File: src/rtl/hvac_drive_if.sv
// Request/contactor bundle between the acsystem controller (master) and hvac_drive (slave).
// run_count is present only when HVAC_RUNTIME_EN is defined.
interface hvac_drive_if;
  logic       heating;
  logic       cooling;
  logic       heater_on;
  logic       compressor_on;
  logic       fan_on;
  logic [2:0] state;
  logic       conflict;
`ifdef HVAC_RUNTIME_EN
  logic [15:0] run_count;

  modport master (output heating, cooling,
                  input  heater_on, compressor_on, fan_on, state, conflict, run_count);
  modport slave  (input  heating, cooling,
                  output heater_on, compressor_on, fan_on, state, conflict, run_count);
`else
  modport master (output heating, cooling,
                  input  heater_on, compressor_on, fan_on, state, conflict);
  modport slave  (input  heating, cooling,
                  output heater_on, compressor_on, fan_on, state, conflict);
`endif
endinterface

File: src/rtl/hvac_drive.sv
// HVAC contactor driver with min-on, fan overrun and min-off lockout; outputs follow a request 1 edge later.
// No backpressure: requests are sampled every edge. Optional run_count output under HVAC_RUNTIME_EN.
module hvac_drive #(
  parameter int MIN_ON      = 8,
  parameter int FAN_OVERRUN = 4,
  parameter int MIN_OFF     = 8,
  parameter int CNT_W       = 8
) (
  input  logic       clk,
  input  logic       rst,
  hvac_drive_if.slave bus
);

  typedef enum logic [2:0] {
    IDLE    = 3'd0,
    HEAT    = 3'd1,
    COOL    = 3'd2,
    OVERRUN = 3'd3,
    LOCKOUT = 3'd4
  } state_t;

  localparam logic [CNT_W-1:0] ON_LAST  = CNT_W'(MIN_ON - 1);
  localparam logic [CNT_W-1:0] FO_LAST  = CNT_W'(FAN_OVERRUN - 1);
  localparam logic [CNT_W-1:0] OFF_LAST = CNT_W'(MIN_OFF - 1);
  localparam logic [CNT_W-1:0] CNT_MAX  = {CNT_W{1'b1}};

  state_t           state_q, state_d;
  logic [CNT_W-1:0] timer_q;
  logic             conflict_q;
  logic             req_heat, req_cool;

  // Simultaneous heat and cool requests are treated as no request at all.
  assign req_heat = bus.heating & ~bus.cooling;
  assign req_cool = bus.cooling & ~bus.heating;

  always_comb begin
    state_d = state_q;
    case (state_q)
      IDLE: begin
        if (req_heat)      state_d = HEAT;
        else if (req_cool) state_d = COOL;
      end
      HEAT:    if (!req_heat && timer_q >= ON_LAST) state_d = OVERRUN;
      COOL:    if (!req_cool && timer_q >= ON_LAST) state_d = OVERRUN;
      OVERRUN: if (timer_q == FO_LAST)  state_d = LOCKOUT;
      LOCKOUT: if (timer_q == OFF_LAST) state_d = IDLE;
      default: state_d = IDLE;
    endcase
  end

  always_ff @(posedge clk) begin
    if (rst) begin
      state_q    <= IDLE;
      timer_q    <= '0;
      conflict_q <= 1'b0;
    end else begin
      state_q    <= state_d;
      conflict_q <= bus.heating & bus.cooling;
      if (state_d != state_q)    timer_q <= '0;
      else if (timer_q != CNT_MAX) timer_q <= timer_q + 1'b1;
    end
  end

  assign bus.heater_on     = (state_q == HEAT);
  assign bus.compressor_on = (state_q == COOL);
  assign bus.fan_on        = (state_q == HEAT) || (state_q == COOL) || (state_q == OVERRUN);
  assign bus.state         = state_q;
  assign bus.conflict      = conflict_q;

`ifdef HVAC_RUNTIME_EN
  logic [15:0] run_q;

  always_ff @(posedge clk) begin
    if (rst) begin
      run_q <= '0;
    end else if ((state_d == HEAT || state_d == COOL) && run_q != 16'hFFFF) begin
      run_q <= run_q + 16'd1;
    end
  end

  assign bus.run_count = run_q;
`endif

endmodule

File: src/flat_wrapper.sv
// flat-port wrapper written by rule: the top's interface ports become plain ports
module hvac_drive_flat 
#(
  parameter int MIN_ON      = 8,
  parameter int FAN_OVERRUN = 4,
  parameter int MIN_OFF     = 8,
  parameter int CNT_W       = 8
)
  (clk, rst, bus_heating, bus_cooling, bus_heater_on, bus_compressor_on, bus_fan_on, bus_state, bus_conflict);
  hvac_drive_if bus_i ();
  input  logic clk;
  input  logic rst;
  input wire logic [$bits(bus_i.heating)-1:0] bus_heating;
  input wire logic [$bits(bus_i.cooling)-1:0] bus_cooling;
  output wire logic [$bits(bus_i.heater_on)-1:0] bus_heater_on;
  output wire logic [$bits(bus_i.compressor_on)-1:0] bus_compressor_on;
  output wire logic [$bits(bus_i.fan_on)-1:0] bus_fan_on;
  output wire logic [$bits(bus_i.state)-1:0] bus_state;
  output wire logic [$bits(bus_i.conflict)-1:0] bus_conflict;
  assign bus_i.heating = bus_heating;
  assign bus_i.cooling = bus_cooling;
  assign bus_heater_on = bus_i.heater_on;
  assign bus_compressor_on = bus_i.compressor_on;
  assign bus_fan_on = bus_i.fan_on;
  assign bus_state = bus_i.state;
  assign bus_conflict = bus_i.conflict;
  hvac_drive #(.MIN_ON(MIN_ON), .FAN_OVERRUN(FAN_OVERRUN), .MIN_OFF(MIN_OFF), .CNT_W(CNT_W)) u_core (.clk(clk), .rst(rst), .bus(bus_i));
endmodule
File: config.mk
export PLATFORM = sky130hd
export DESIGN_NAME = hvac_drive_flat
export DESIGN_NICKNAME = d
export VERILOG_FILES = /design/src/rtl/hvac_drive_if.sv /design/src/rtl/hvac_drive.sv /design/src/flat_wrapper.sv
export SDC_FILE = /design/constraint.sdc
export NUM_CORES = 1
export LEC_CHECK = 0
export CORE_MARGIN = 2
export CORE_UTILIZATION = 52
export CTS_CLUSTER_DIAMETER = 120
export CTS_CLUSTER_SIZE = 20
export DETAILED_ROUTE_END_ITERATION = 7
export PLACE_DENSITY = 0.81
export SLEW_MARGIN = 15
export SYNTH_ARGS = -nofsm -noshare
export SYNTH_HDL_FRONTEND = slang
export SYNTH_SLANG_ARGS = --single-unit
File: constraint.sdc
create_clock -name clk -period 1.8 [get_ports clk]
set_input_delay 0.36 -clock clk [delete_from_list [all_inputs] [get_ports clk]]
set_output_delay 0.36 -clock clk [all_outputs]
set_load 0.02 [all_outputs]
==> run_results.csv <==
group,metric,value,unit
cts,htreeDepth,1,
cts,cts.sinks,12,
sta,hold_viol,0,
placement,gp_congestion,0.9318,
cells_and_area,drive_gt1_share,19.30,%
routing,drcViolationCount,0,
cells_and_area,area_delta_synth_final,26.05,%
routing,firstDrtPassIters,4,
routing,via_per_inst,6.434,
sta,tightest_slew,0.7237,ns
routing,wire_per_inst,15.10,um
cells_and_area,multi_input_area,479.2,um2
sta,setup-violations-final,0,
yosys,syn_avg_cell_area,8.459,um2
sta,hold_ws,0.5615,ns
setup_path,path_class,"flop to output port",
floorplan,initial_core_util,57.65,%
setup_path,cp-start-kind,"flop",
pwr,swShare,26.19,%
placement,port_buffers,10,
pwr,ir_worst_vdd,0.4434,mV
cts,cts_buffer_depth,2,
yosys,ys_ff_latch,12,
setup_path,worstPathRequired,1.44,ns
yosys,synth_nets,97,
cells_and_area,layout_common_cells,"buf_4, dfxtp_1, nor2_1",
cells_and_area,final_cells,129,
setup_path,cp_max_fo,9,
floorplan,rows,13,
cells_and_area,ff_latch_area,240.2,um2
cts,path_clk_slew,0.07,ns
cells_and_area,n_fill_cell,117,
cts,cts_setup_buffers,0,
floorplan,die_x,42.69,um
floorplan,die_area,1822,um2
floorplan,io_pins,11,
setup_path,end_kind,"output port",
worst_hold_path,hold_path.class,"flop to flop",
sta,setup_ws,0.08918,ns
routing,ant_nets,0,
sta,slew_headroom,51.23,%
sta,fin_crit,1.711,ns
routing,initialDrtViolationCount,27,
job,drv_cap,0,
yosys,ys_seq_area_share,30.87,%
pwr,p_per_area,630.8,nW/um2
setup_path,path_cells,"buf_4 > clkdlybuf4s50_1",
cts,numCtsBuffers,3,
placement,hpwl,1.542,mm
global_route,grt-ovfl-total,0,
global_route,grt_pass1_vias,790,
placement,placed_cell_area,947.2,um2
sta,max_freq,0.5845,GHz
yosys,synth_cells,92,
routing,routed-via-count,830,
placement,place_ws,-0.07925,ns
cts,insertion_delay,0.27,ns
setup_path,cp_data_arrival_time,1.35,ns
pwr,clkPwrFrac,34.0,%
pwr,p_leak,0.3955,nW
global_route,grt_pass1_wl,3.312,mm
cells_and_area,antenna-diode-count,0,
cts,cts_tree,"built",
global_route,grt_antenna_before_repair,0,
global_route,grt_max_degree,10,
cells_and_area,design_area,980.9,um2
sta,skew,0.001354,ns
pwr,sequentialPowerShare,45.4,%
cts,postCtsHoldBufs,0,
yosys,synth_ff_type,"dfxtp_1",
setup_path,cp_slowest_stage_delay,0.61,ns
cts,cts_resized,3,
sta,rsz0062_at_grt,"no",
sta,period_share,95.05,%
cts,root_buffer,"clkbuf_4",
global_route,track_usage,23.48,%
placement,place_inst,125,
floorplan,core_area,1350,um2
yosys,syn_area,778.2,um2
cells_and_area,nNetsFinal,120,
pwr,power.internal,0.0004567,W
pwr,p_comb_share,20.6,%
sta,slew_viol_final,0,
routing,routed_wl,1.948,mm
yosys,synth-edff-count,0,
yosys,synth_cell_types,38,
status,status,"finished clean",
pwr,p_sw,0.0001621,W
floorplan,fp.dieH,42.69,um
yosys,async_flop_share,0,%
yosys,ys_warn_count,0,
setup_path,cpMaxStageDelayCell,"clkdlybuf4s50_1",
## logic make-up after synthesis
group	after synthesis	synth area share [%]
mux	5	6.431
xor+xnor	2	2.251
fa+ha+maj	1	1.607
simple gates	43	29.91
flops	12	30.87
buf+inv	9	7.555
compound gates	20	21.39
## area by class of cell
type | instances | share of cell area [%]
flip-flops and latches | 12 | 24.49
inverters | 5 | 1.913
clock buffers | 4 | 3.699
multi-input cells | 71 | 48.85
repair buffers | 22 | 19.13
well taps | 15 | 1.913
## final timing paths
kind,startpoint,end,slack [ns],depth (start not counted)
worst min-delay path,u_core.timer_q[1]$_SDFFE_PP0P_,u_core.timer_q[1]$_SDFFE_PP0P_,0.56,2
worst min register to register,u_core.timer_q[1]$_SDFFE_PP0P_,u_core.timer_q[1]$_SDFFE_PP0P_,0.56,2
worst max-delay path,u_core.bus.state[0]$_SDFF_PP0_,bus_state[0],0.09,2
worst max register to register,u_core.timer_q[0]$_SDFFE_PP0P_,u_core.timer_q[6]$_SDFFE_PP0P_,0.10,5
## cell usage after synthesis (2+ instances only)
| master | n | share of area, % |
|---|---|---|
| buf_4 | 2 | 1.9 |
| mux2i_1 | 5 | 6.4 |
| nor2_1 | 9 | 4.3 |
| nor4_1 | 8 | 6.4 |
| dfxtp_1 | 12 | 31 |
| inv_1 | 5 | 2.4 |
| nand3_1 | 4 | 2.6 |
| nor3_1 | 4 | 2.6 |
| nand2_1 | 7 | 3.4 |
| xor2_1 | 2 | 2.3 |
| nand2b_1 | 2 | 1.6 |
| o21ai_0 | 5 | 3.2 |
| a311oi_1 | 2 | 2.3 |
## metal layers
layer	GRT usage (%)	vias up	part of all wire [%]
met5	0	-	0
met4	15.63	0	3.5
met3	1.702	10	6.7
met2	41.21	42	47
met1	26.70	378	42
li1	-	400	-
## state kept, by name (all words and copies together), names as in the netlist
signal / count
u_core.bus.state: 3
u_core.timer_q: 8
u_core.bus.conflict: 1
## power by group through the flow
stage,Combinational (W),Clock [W],Sequential [W]
2_1_floorplan,0.0000668,0,0.000294
3_3_place_gp,0.000128,0,0.000287
3_5_place_dp,0.000130,0,0.000287
4_1_cts,0.000126,0.000214,0.000281
5_1_grt,0.000137,0.000236,0.000283
6_report,0.000127,0.000211,0.000281
## metrics by stage
step | total power (W) | util, % | setup TNS, ns
6_report | 0.0006188 | 72.66 | 0
5_1_grt | 0.0006557 | 72.66 | 0
4_1_cts | 0.0006210 | 72.57 | 0
3_5_place_dp | 0.0004173 | 70.16 | -0.2845
3_3_place_gp | 0.0004146 | 70.16 | -0.2458
2_1_floorplan | 0.0003608 | - | 0
## worst max-delay path, delay by kind of cell, from the launching register on
family                 cells  cell delay, ns
buffers and inverters      2            0.76
flip-flops                 1            0.33
(Power assumes the default switching activity.)
